===== config.mk =====
export PLATFORM = sky130hd
export DESIGN_NAME = mem_port_arbiter
export DESIGN_NICKNAME = d
export VERILOG_FILES = /design/src/rtl/mem_port_arbiter.sv
export SDC_FILE = /design/constraint.sdc
export NUM_CORES = 1
export LEC_CHECK = 0
export CORE_ASPECT_RATIO = 2
export CORE_UTILIZATION = 39
export DETAILED_ROUTE_END_ITERATION = 8
export GPL_ROUTABILITY_DRIVEN = 0
export PLACE_DENSITY = 0.94
export REMOVE_ABC_BUFFERS = 1
export SETUP_SLACK_MARGIN = 0.15
export SKIP_CTS_REPAIR_TIMING = 1
export SYNTH_ARGS = -nofsm -noshare
export SYNTH_HDL_FRONTEND = slang
export SYNTH_SLANG_ARGS = --single-unit

===== constraint.sdc =====
create_clock -name clk -period 2.1 [get_ports clk]
set_input_delay 0.315 -clock clk [delete_from_list [all_inputs] [get_ports clk]]
set_output_delay 0.315 -clock clk [all_outputs]
set_load 0.02 [all_outputs]

===== src/rtl/mem_port_arbiter.sv =====
// -----------------------------------------------------------------------------
// mem_port_arbiter
//   Shares one single-ported, word-addressed synchronous memory between the
//   fetch (IF) stage and the load/store (MEM) stage of a pipeline.
//   Grants at most one access per cycle, tags every read with its owner, and
//   routes returning read data to the owner MEM_LAT cycles after issue.
//   Fetch responses that are still in flight are dropped when i_flush is high.
//
//   Optional feature: define MEM_ARB_STARVE_EN to add a starvation guard that
//   forces a fetch grant after STARVE_LIMIT consecutive fetch losses to data.
//   Without the macro, data always has strict priority.
//
// Ports
//   clk, rst                       clock (rising edge), synchronous active-high reset
//   i_req/i_addr/i_flush           fetch request, byte address, flush of in-flight fetches
//   i_ready/i_rvalid/i_rdata       fetch grant (comb), response valid, response data
//   d_req/d_we/d_addr/d_wdata      data request, store flag, byte address, store data
//   d_ready/d_rvalid/d_rdata       data grant (comb), load response valid, load data
//   m_en/m_we/m_addr/m_wdata       memory strobe, write enable, word address, write data
//   m_rdata                        memory read data, MEM_LAT cycles after a read strobe
// -----------------------------------------------------------------------------
module mem_port_arbiter #(
  parameter int ADDR_W       = 8,
  parameter int MEM_LAT      = 1,
  parameter int STARVE_LIMIT = 3
) (
  input  logic              clk,
  input  logic              rst,
  input  logic              i_req,
  input  logic [31:0]       i_addr,
  input  logic              i_flush,
  output logic              i_ready,
  output logic              i_rvalid,
  output logic [31:0]       i_rdata,
  input  logic              d_req,
  input  logic              d_we,
  input  logic [31:0]       d_addr,
  input  logic [31:0]       d_wdata,
  output logic              d_ready,
  output logic              d_rvalid,
  output logic [31:0]       d_rdata,
  output logic              m_en,
  output logic              m_we,
  output logic [ADDR_W-1:0] m_addr,
  output logic [31:0]       m_wdata,
  input  logic [31:0]       m_rdata
);

  // Tag pipe: one {valid, owner} entry per cycle of memory latency.
  // Owner bit 1 = fetch, 0 = data. Index MEM_LAT-1 lines up with m_rdata.
  logic [MEM_LAT-1:0] tag_vld_q, tag_vld_d;
  logic [MEM_LAT-1:0] tag_own_q, tag_own_d;
  logic [31:0]        i_rdata_q, i_rdata_d;
  logic [31:0]        d_rdata_q, d_rdata_d;
  logic               force_fetch_s;
  logic               unused_s;

`ifdef MEM_ARB_STARVE_EN
  localparam logic [1:0] STARVE_LIM = 2'(STARVE_LIMIT);

  logic [1:0] starve_cnt_q, starve_cnt_d;

  // Fetch overrides data once it has lost STARVE_LIMIT times in a row.
  always_comb begin
    force_fetch_s = 1'b0;
    if (!rst && i_req && !i_flush && (starve_cnt_q >= STARVE_LIM)) begin
      force_fetch_s = 1'b1;
    end else begin
      force_fetch_s = 1'b0;
    end
  end

  // Saturating count of consecutive fetch losses to a data grant.
  always_comb begin
    starve_cnt_d = starve_cnt_q;
    if (!i_req || i_flush || i_ready) begin
      starve_cnt_d = 2'd0;
    end else if (d_ready && (starve_cnt_q != 2'd3)) begin
      starve_cnt_d = starve_cnt_q + 2'd1;
    end else begin
      starve_cnt_d = starve_cnt_q;
    end
  end

  // Starvation counter register.
  always_ff @(posedge clk) begin
    if (rst) begin
      starve_cnt_q <= 2'd0;
    end else begin
      starve_cnt_q <= starve_cnt_d;
    end
  end

  assign unused_s = ^{i_addr[31:ADDR_W+2], i_addr[1:0], d_addr[31:ADDR_W+2], d_addr[1:0]};
`else
  assign force_fetch_s = 1'b0;
  assign unused_s = ^{i_addr[31:ADDR_W+2], i_addr[1:0], d_addr[31:ADDR_W+2], d_addr[1:0],
                      2'(STARVE_LIMIT)};
`endif

  // Same-cycle grant: data wins unless the starvation guard forces fetch;
  // a fetch is never granted during a flush.
  always_comb begin
    i_ready = 1'b0;
    d_ready = 1'b0;
    if (rst) begin
      i_ready = 1'b0;
      d_ready = 1'b0;
    end else if (force_fetch_s) begin
      i_ready = 1'b1;
      d_ready = 1'b0;
    end else begin
      d_ready = d_req;
      i_ready = i_req & ~d_req & ~i_flush;
    end
  end

  // Memory-side request mux driven from the winner; idle drives zeros.
  always_comb begin
    m_en    = 1'b0;
    m_we    = 1'b0;
    m_addr  = '0;
    m_wdata = 32'd0;
    if (d_ready) begin
      m_en    = 1'b1;
      m_we    = d_we;
      m_addr  = d_addr[ADDR_W+1:2];
      m_wdata = d_wdata;
    end else if (i_ready) begin
      m_en    = 1'b1;
      m_we    = 1'b0;
      m_addr  = i_addr[ADDR_W+1:2];
      m_wdata = 32'd0;
    end else begin
      m_en    = 1'b0;
    end
  end

  // Tag pipe advance. Only reads push a valid entry; a flush kills every
  // fetch entry as it moves (stage 0 never holds a fetch during a flush).
  always_comb begin
    tag_vld_d    = '0;
    tag_own_d    = '0;
    tag_vld_d[0] = (d_ready & ~d_we) | i_ready;
    tag_own_d[0] = i_ready;
    for (int k = 1; k < MEM_LAT; k++) begin
      tag_vld_d[k] = tag_vld_q[k-1] & ~(i_flush & tag_own_q[k-1]);
      tag_own_d[k] = tag_own_q[k-1];
    end
  end

  // Response steering at the pipe tail; the tail entry is suppressed
  // combinationally when a flush or reset arrives in the delivery cycle.
  always_comb begin
    i_rvalid = 1'b0;
    d_rvalid = 1'b0;
    if (rst) begin
      i_rvalid = 1'b0;
      d_rvalid = 1'b0;
    end else begin
      i_rvalid = tag_vld_q[MEM_LAT-1] & tag_own_q[MEM_LAT-1] & ~i_flush;
      d_rvalid = tag_vld_q[MEM_LAT-1] & ~tag_own_q[MEM_LAT-1];
    end
    i_rdata   = i_rvalid ? m_rdata : i_rdata_q;
    d_rdata   = d_rvalid ? m_rdata : d_rdata_q;
    i_rdata_d = i_rdata;
    d_rdata_d = d_rdata;
  end

  // Tag pipe and read-data hold registers.
  always_ff @(posedge clk) begin
    if (rst) begin
      tag_vld_q <= '0;
      tag_own_q <= '0;
      i_rdata_q <= 32'd0;
      d_rdata_q <= 32'd0;
    end else begin
      tag_vld_q <= tag_vld_d;
      tag_own_q <= tag_own_d;
      i_rdata_q <= i_rdata_d;
      d_rdata_q <= d_rdata_d;
    end
  end

endmodule


==> results.toml, run 1 <==
[timing]
setup_viol = 0
tightestPinTransition_ns = 0.599
rsz0062_at_grt = "yes"
timing.hold.ws_ns = 0.300
clock.fmax_mhz = 483
period_minus_slack_ns = 2.07
max_slew_margin_pct = 60.0
skew_ns = 0.00563
timing.final.crit_share_pct = 98.6
finalHoldViolCount = 0
drv_slew = 0

[yosys]
synth_area_leaders = "dfxtp_1, nand2_1, mux2_4, mux2_2, a21oi_1"
yosys.area.top_type_share_pct = 36.6
ys_ff_latch = 66
yosysSeqAreaShare_pct = 36.6
yosysTopAreaCell = "dfxtp_1"
ys_warn_count = 0
syn_inst = 430
syn_area_per_cell_um2 = 8.39
synthesis.area_um2 = 3610
ys_types = 19

[floorplanning]
chipWidth_um = 70.0
initial_core_util_pct = 40.0
core_area_um2 = 9010
die_h_um = 138
dieArea_um2 = 9660
ios = 244
std_cell_rows = 49

[finish]
diodes = 0
drive_above_1_share_pct = 29.7
finish.net_count = 776
final_common_cell = "nand2_1"
stdcell_count = 746
n_fill_cell = 618
layout_common_cells = "nand2_1, clkdlybuf4s50_1, buf_6, a21oi_1, dfxtp_1"
area_growth_pct = 83.0

[clocking]
cts_tree = "built"
cts.clk_slew.worst_paths_ns = 0.05
cts_inserted_buffers = 9
root_buffer = "clkbuf_16"
htree_levels = 3
cts_buffer_depth = 2
insertion_delay_ns = 0.32
clkSinkCount = 66

[pwr]
p_leak_nw = 3.32
p_per_area_nw_per_um2 = 506
peakVddDrop_uv = 371

[routing]
vias_per_cell = 5.28
drt_first_pass_iters = 5
wl_per_cell_um = 17.9
first_iter_violations = 169
vias = 3940
post-route-drc-count = 0
wirelength_mm = 13.3
ant_nets = 0

[global_routing]
grt_max_degree = 58
antenna_found_initial = 0
grt_pass1_vias = 3963
grt_pass1_wl_mm = 18.4
track_usage_pct = 24.0
gr-total-overflow = 0

[min_path]
hold_path_class = "primary input to register"

[critical_path]
slowest_delay_ns = 0.35
crit_path_frequent_cell = "buf_6"
cpMaxStageDelayCell = "dfxtp_4"
cp_max_fo = 5
worst-setup-path-type = "register to primary output"
crit_chain = "nor3b_4, buf_6, buf_6, buf_6, mux2_4, buf_6"
endpoint_kind = "primary output"
arrival_ns = 1.76
critPathRequiredTime_ns = 1.78
crit_path_start_kind = "register"

[flow_run]
maxCapViolations = 0

[placed_design]
port_buffers = 195
hpwlAfterDp_mm = 8.87
place_inst = 715

[outcome]
status = "finished, final reports clean"
==> sequential cells by signal, indices dropped and copies added (netlist names) <==
signal and flops:
d_rdata_q 32, tag_own_q 1, tag_vld_q 1, i_rdata_q 32
==> final timing paths <==
| kind | from | depth (start not counted) | endpoint | slack (ns) |
|---|---|---|---|---|
| worst min register to register | d_rdata_q[26] | 2 | d_rdata_q[26] | 0.46 |
| worst max-delay path | tag_vld_q | 6 | d_rdata[9] | 0.03 |
| worst max register to register | tag_own_q | 5 | i_rdata_q[9] | 0.80 |
| worst min-delay path | rst | 2 | d_rdata_q[26] | 0.30 |
==> report_power, final <==
group	switching [mW]	internal (mW)	leakage (nW)	total, mW
combinational	0.351	0.428	2.67	0.778
clock	0.481	0.775	0.118	1.26
sequential	0.0188	1.29	0.536	1.31
total	0.851	2.49	3.32	3.34
==> synthesized netlist by cell type <==
master and number:
nand2_1 136, a21oi_1 72, dfxtp_1 66, mux2_2 35, and2_1 33, mux2_4 29
clkbuf_1 13, buf_2 11, nand3b_1 9, buf_6 8, buf_1 4, nor2_1 3
nor2b_1 3, nand2b_1 2, nor3_1 2, and3b_1 1, and4bb_1 1, mux2_1 1
nor3b_4 1
==> cells by family (layout without fill, tap and decap cells) <==
| family | Yosys count | after routing | share of synthesized area (%) |
|---|---|---|---|
| buf+inv | 36 | 250 | 5.79 |
| simple gates | 191 | 191 | 24.3 |
| mux | 65 | 65 | 23.3 |
| flops | 66 | 66 | 36.6 |
| compound gates | 72 | 72 | 9.99 |
==> per-layer routing <==
metal,track usage (%),part of all wire (%),vias up
met5,0,0,-
met4,13.8,4.1,0
met3,5.83,6.6,40
met2,44.9,56,241
met1,22.9,34,1823
li1,-,-,1836
==> worst max-delay path: cells and delay by family, from the launching register on <==
| kind | cells | cell delay [ns] |
|---|---|---|
| flip-flops | 1 | 0.35 |
| AND/OR/NAND/NOR | 1 | 0.23 |
| buffers and inverters | 4 | 0.53 |
| multiplexers | 1 | 0.31 |
==> per-stage QoR <==
stage	TNS (ns)	cell area [um^2]	total power [mW]	util [%]	setup WS, ns
global route	-0.192	6600	3.46	73.3	-0.0357
CTS	-32.85	5970	3.28	66.3	-0.457
global placement	-23.15	5730	2.01	63.6	-0.420
detailed placement	-24.96	5730	2.03	63.6	-0.447
floorplan	-18.08	3400	1.58	-	-0.539
finish	0	6600	3.34	73.3	0.0297
==> cell type report <==
| type | count | area (um^2) | share of cell area, % |
|---|---|---|---|
| clock inverters | 1 | 5.00 | 0.0758 |
| clock buffers | 12 | 236 | 3.58 |
| repair buffers | 237 | 2680 | 40.6 |
| flip-flops and latches | 66 | 1330 | 20.1 |
| multi-input cells | 328 | 2230 | 33.7 |
| well taps | 102 | 128 | 1.93 |
(Power assumes the default switching activity.)
==> run 2: changes to the inputs <==
Settings changed: HOLD_SLACK_MARGIN set to 0.03.
==> results of run 2 <==
No change in the layout: final DEF, timing and power equal those of run 1.
==> run 3: changes to the inputs <==
Settings changed: CORE_MARGIN set to 1, MAX_ROUTING_LAYER set to met4.
==> results.toml, run 3 (synthesis gave the netlist of run 1 again) <==
[outcome]
status = "finished, final reports clean"

[finish]
design_area_um2 = 6600
layout_common_cells = "nand2_1, clkdlybuf4s50_1, buf_6, a21oi_1, dfxtp_1"
drive_above_1_share_pct = 29.7
area_growth_pct = 83.0
n_fill_cell = 618
finish.net_count = 776
top_regs = "d_rdata_q (32), i_rdata_q (32)"
final_common_cell = "nand2_1"
diodes = 0

[floorplanning]
die_h_um = 138
ios = 244
dieArea_um2 = 9660
chipWidth_um = 70.0
std_cell_rows = 49
initial_core_util_pct = 40.0
core_area_um2 = 9010

[critical_path]
critPathTopFamily = "buffers and inverters"
path_buf_inv = 4
crit_cells = 6
crit_path_start_kind = "register"
worst-setup-path-type = "register to primary output"
crit_chain = "nor3b_4, buf_6, buf_6, buf_6, mux2_4, buf_6"
arrival_ns = 1.75
critPathRequiredTime_ns = 1.78
crit_path_frequent_cell = "buf_6"
slowest_delay_ns = 0.35
r2r_cells = 5
cp_max_fo = 5
endpoint_kind = "primary output"
r2r_slack_ns = 0.75
cpMaxStageDelayCell = "dfxtp_4"

[routing]
wl_per_cell_um = 17.9
vias_per_cell = 5.31
ant_nets = 0
vias = 3959
first_iter_violations = 217
drt_first_pass_iters = 5
post-route-drc-count = 0
wirelength_mm = 13.3

[clocking]
cts_tree = "built"
cts.clk_slew.worst_paths_ns = 0.05
insertion_delay_ns = 0.32
htree_levels = 3
clkSinkCount = 66
cts_inserted_buffers = 9
root_buffer = "clkbuf_16"
cts_buffer_depth = 2

[pwr]
p_leak_nw = 3.32
peakVddDrop_uv = 364
p_per_area_nw_per_um2 = 505

[global_routing]
gr-total-overflow = 0
grt_pass1_vias = 3959
track_usage_pct = 24.6
grt_max_degree = 58
antenna_found_initial = 0
grt_pass1_wl_mm = 18.4

[placed_design]
port_buffers = 195
placed_area_um2 = 5730
hpwlAfterDp_mm = 8.87
place_ws_ns = -0.447

[timing]
setup_viol = 0
rsz0062_at_grt = "yes"
timing.final.crit_share_pct = 98.5
clock.fmax_mhz = 484
finalHoldViolCount = 0
max_slew_margin_pct = 60.0
timing.hold.ws_ns = 0.300
fin_ws_ns = 0.0323
drv_slew = 0
period_minus_slack_ns = 2.07
tightestPinTransition_ns = 0.599
skew_ns = 0.00523

[flow_run]
maxCapViolations = 0

[min_path]
hold_path_class = "primary input to register"
hold_depth = 2
==> run 3: cell counts in the layout (fill, tap and decap cells not counted) <==
No cell type changed its count.
==> run 3: stage by stage <==
step / std cells / setup TNS (ns) / power [mW] / util, %
after floorplan: 394 / -18.08 / 1.58 / -
after global placement: 715 / -23.15 / 2.01 / 63.6
after detailed placement: 715 / -24.96 / 2.03 / 63.6
after CTS: 728 / -32.85 / 3.28 / 66.3
after global routing: 746 / -0.179 / 3.46 / 73.3
final: 746 / 0 / 3.34 / 73.3
==> run 3: area by class of cell <==
| cell class | instances | area, um^2 | area share (%) |
|---|---|---|---|
| Timing Repair Buffer | 237 | 2680 | 40.6 |
| Multi-Input combinational cell | 328 | 2230 | 33.7 |
| Sequential cell | 66 | 1330 | 20.1 |
| Clock buffer | 12 | 236 | 3.58 |
| Tap cell | 102 | 128 | 1.93 |
| Clock inverter | 1 | 5.00 | 0.0758 |
==> run 3: worst paths after layout <==
kind                                     from       endpoint
worst max-delay path                tag_vld_q     d_rdata[9]
worst min-delay path                      rst  d_rdata_q[26]
worst max register to register      tag_own_q   i_rdata_q[9]
worst min register to register  d_rdata_q[26]  d_rdata_q[26]
==> run 3: layer usage <==
metal  wire length [um]  track usage, %  vias to the layer above  share of wire, %
li1                   -               -                     1835                 -
met1               4540            23.6                     1836                34
met2               7400            45.2                      248                56
met3                849            4.52                       40               6.4
met4                539            13.3                        0               4.0
met5                  0               -                        -                 0
==> run 3: power by group <==
part           total (mW)  internal (mW)  switching [mW]
clock                1.25          0.776           0.478
sequential           1.31           1.29          0.0188
combinational       0.778          0.428           0.350
total                3.34           2.49           0.847
==> run 3: worst register-to-register path: stages, from the launching register on <==
cell	delay (ns)
dfxtp_2	0.36
buf_4	0.13
and3b_1	0.19
buf_4	0.30
nand2_1	0.09
a21oi_1	0.19
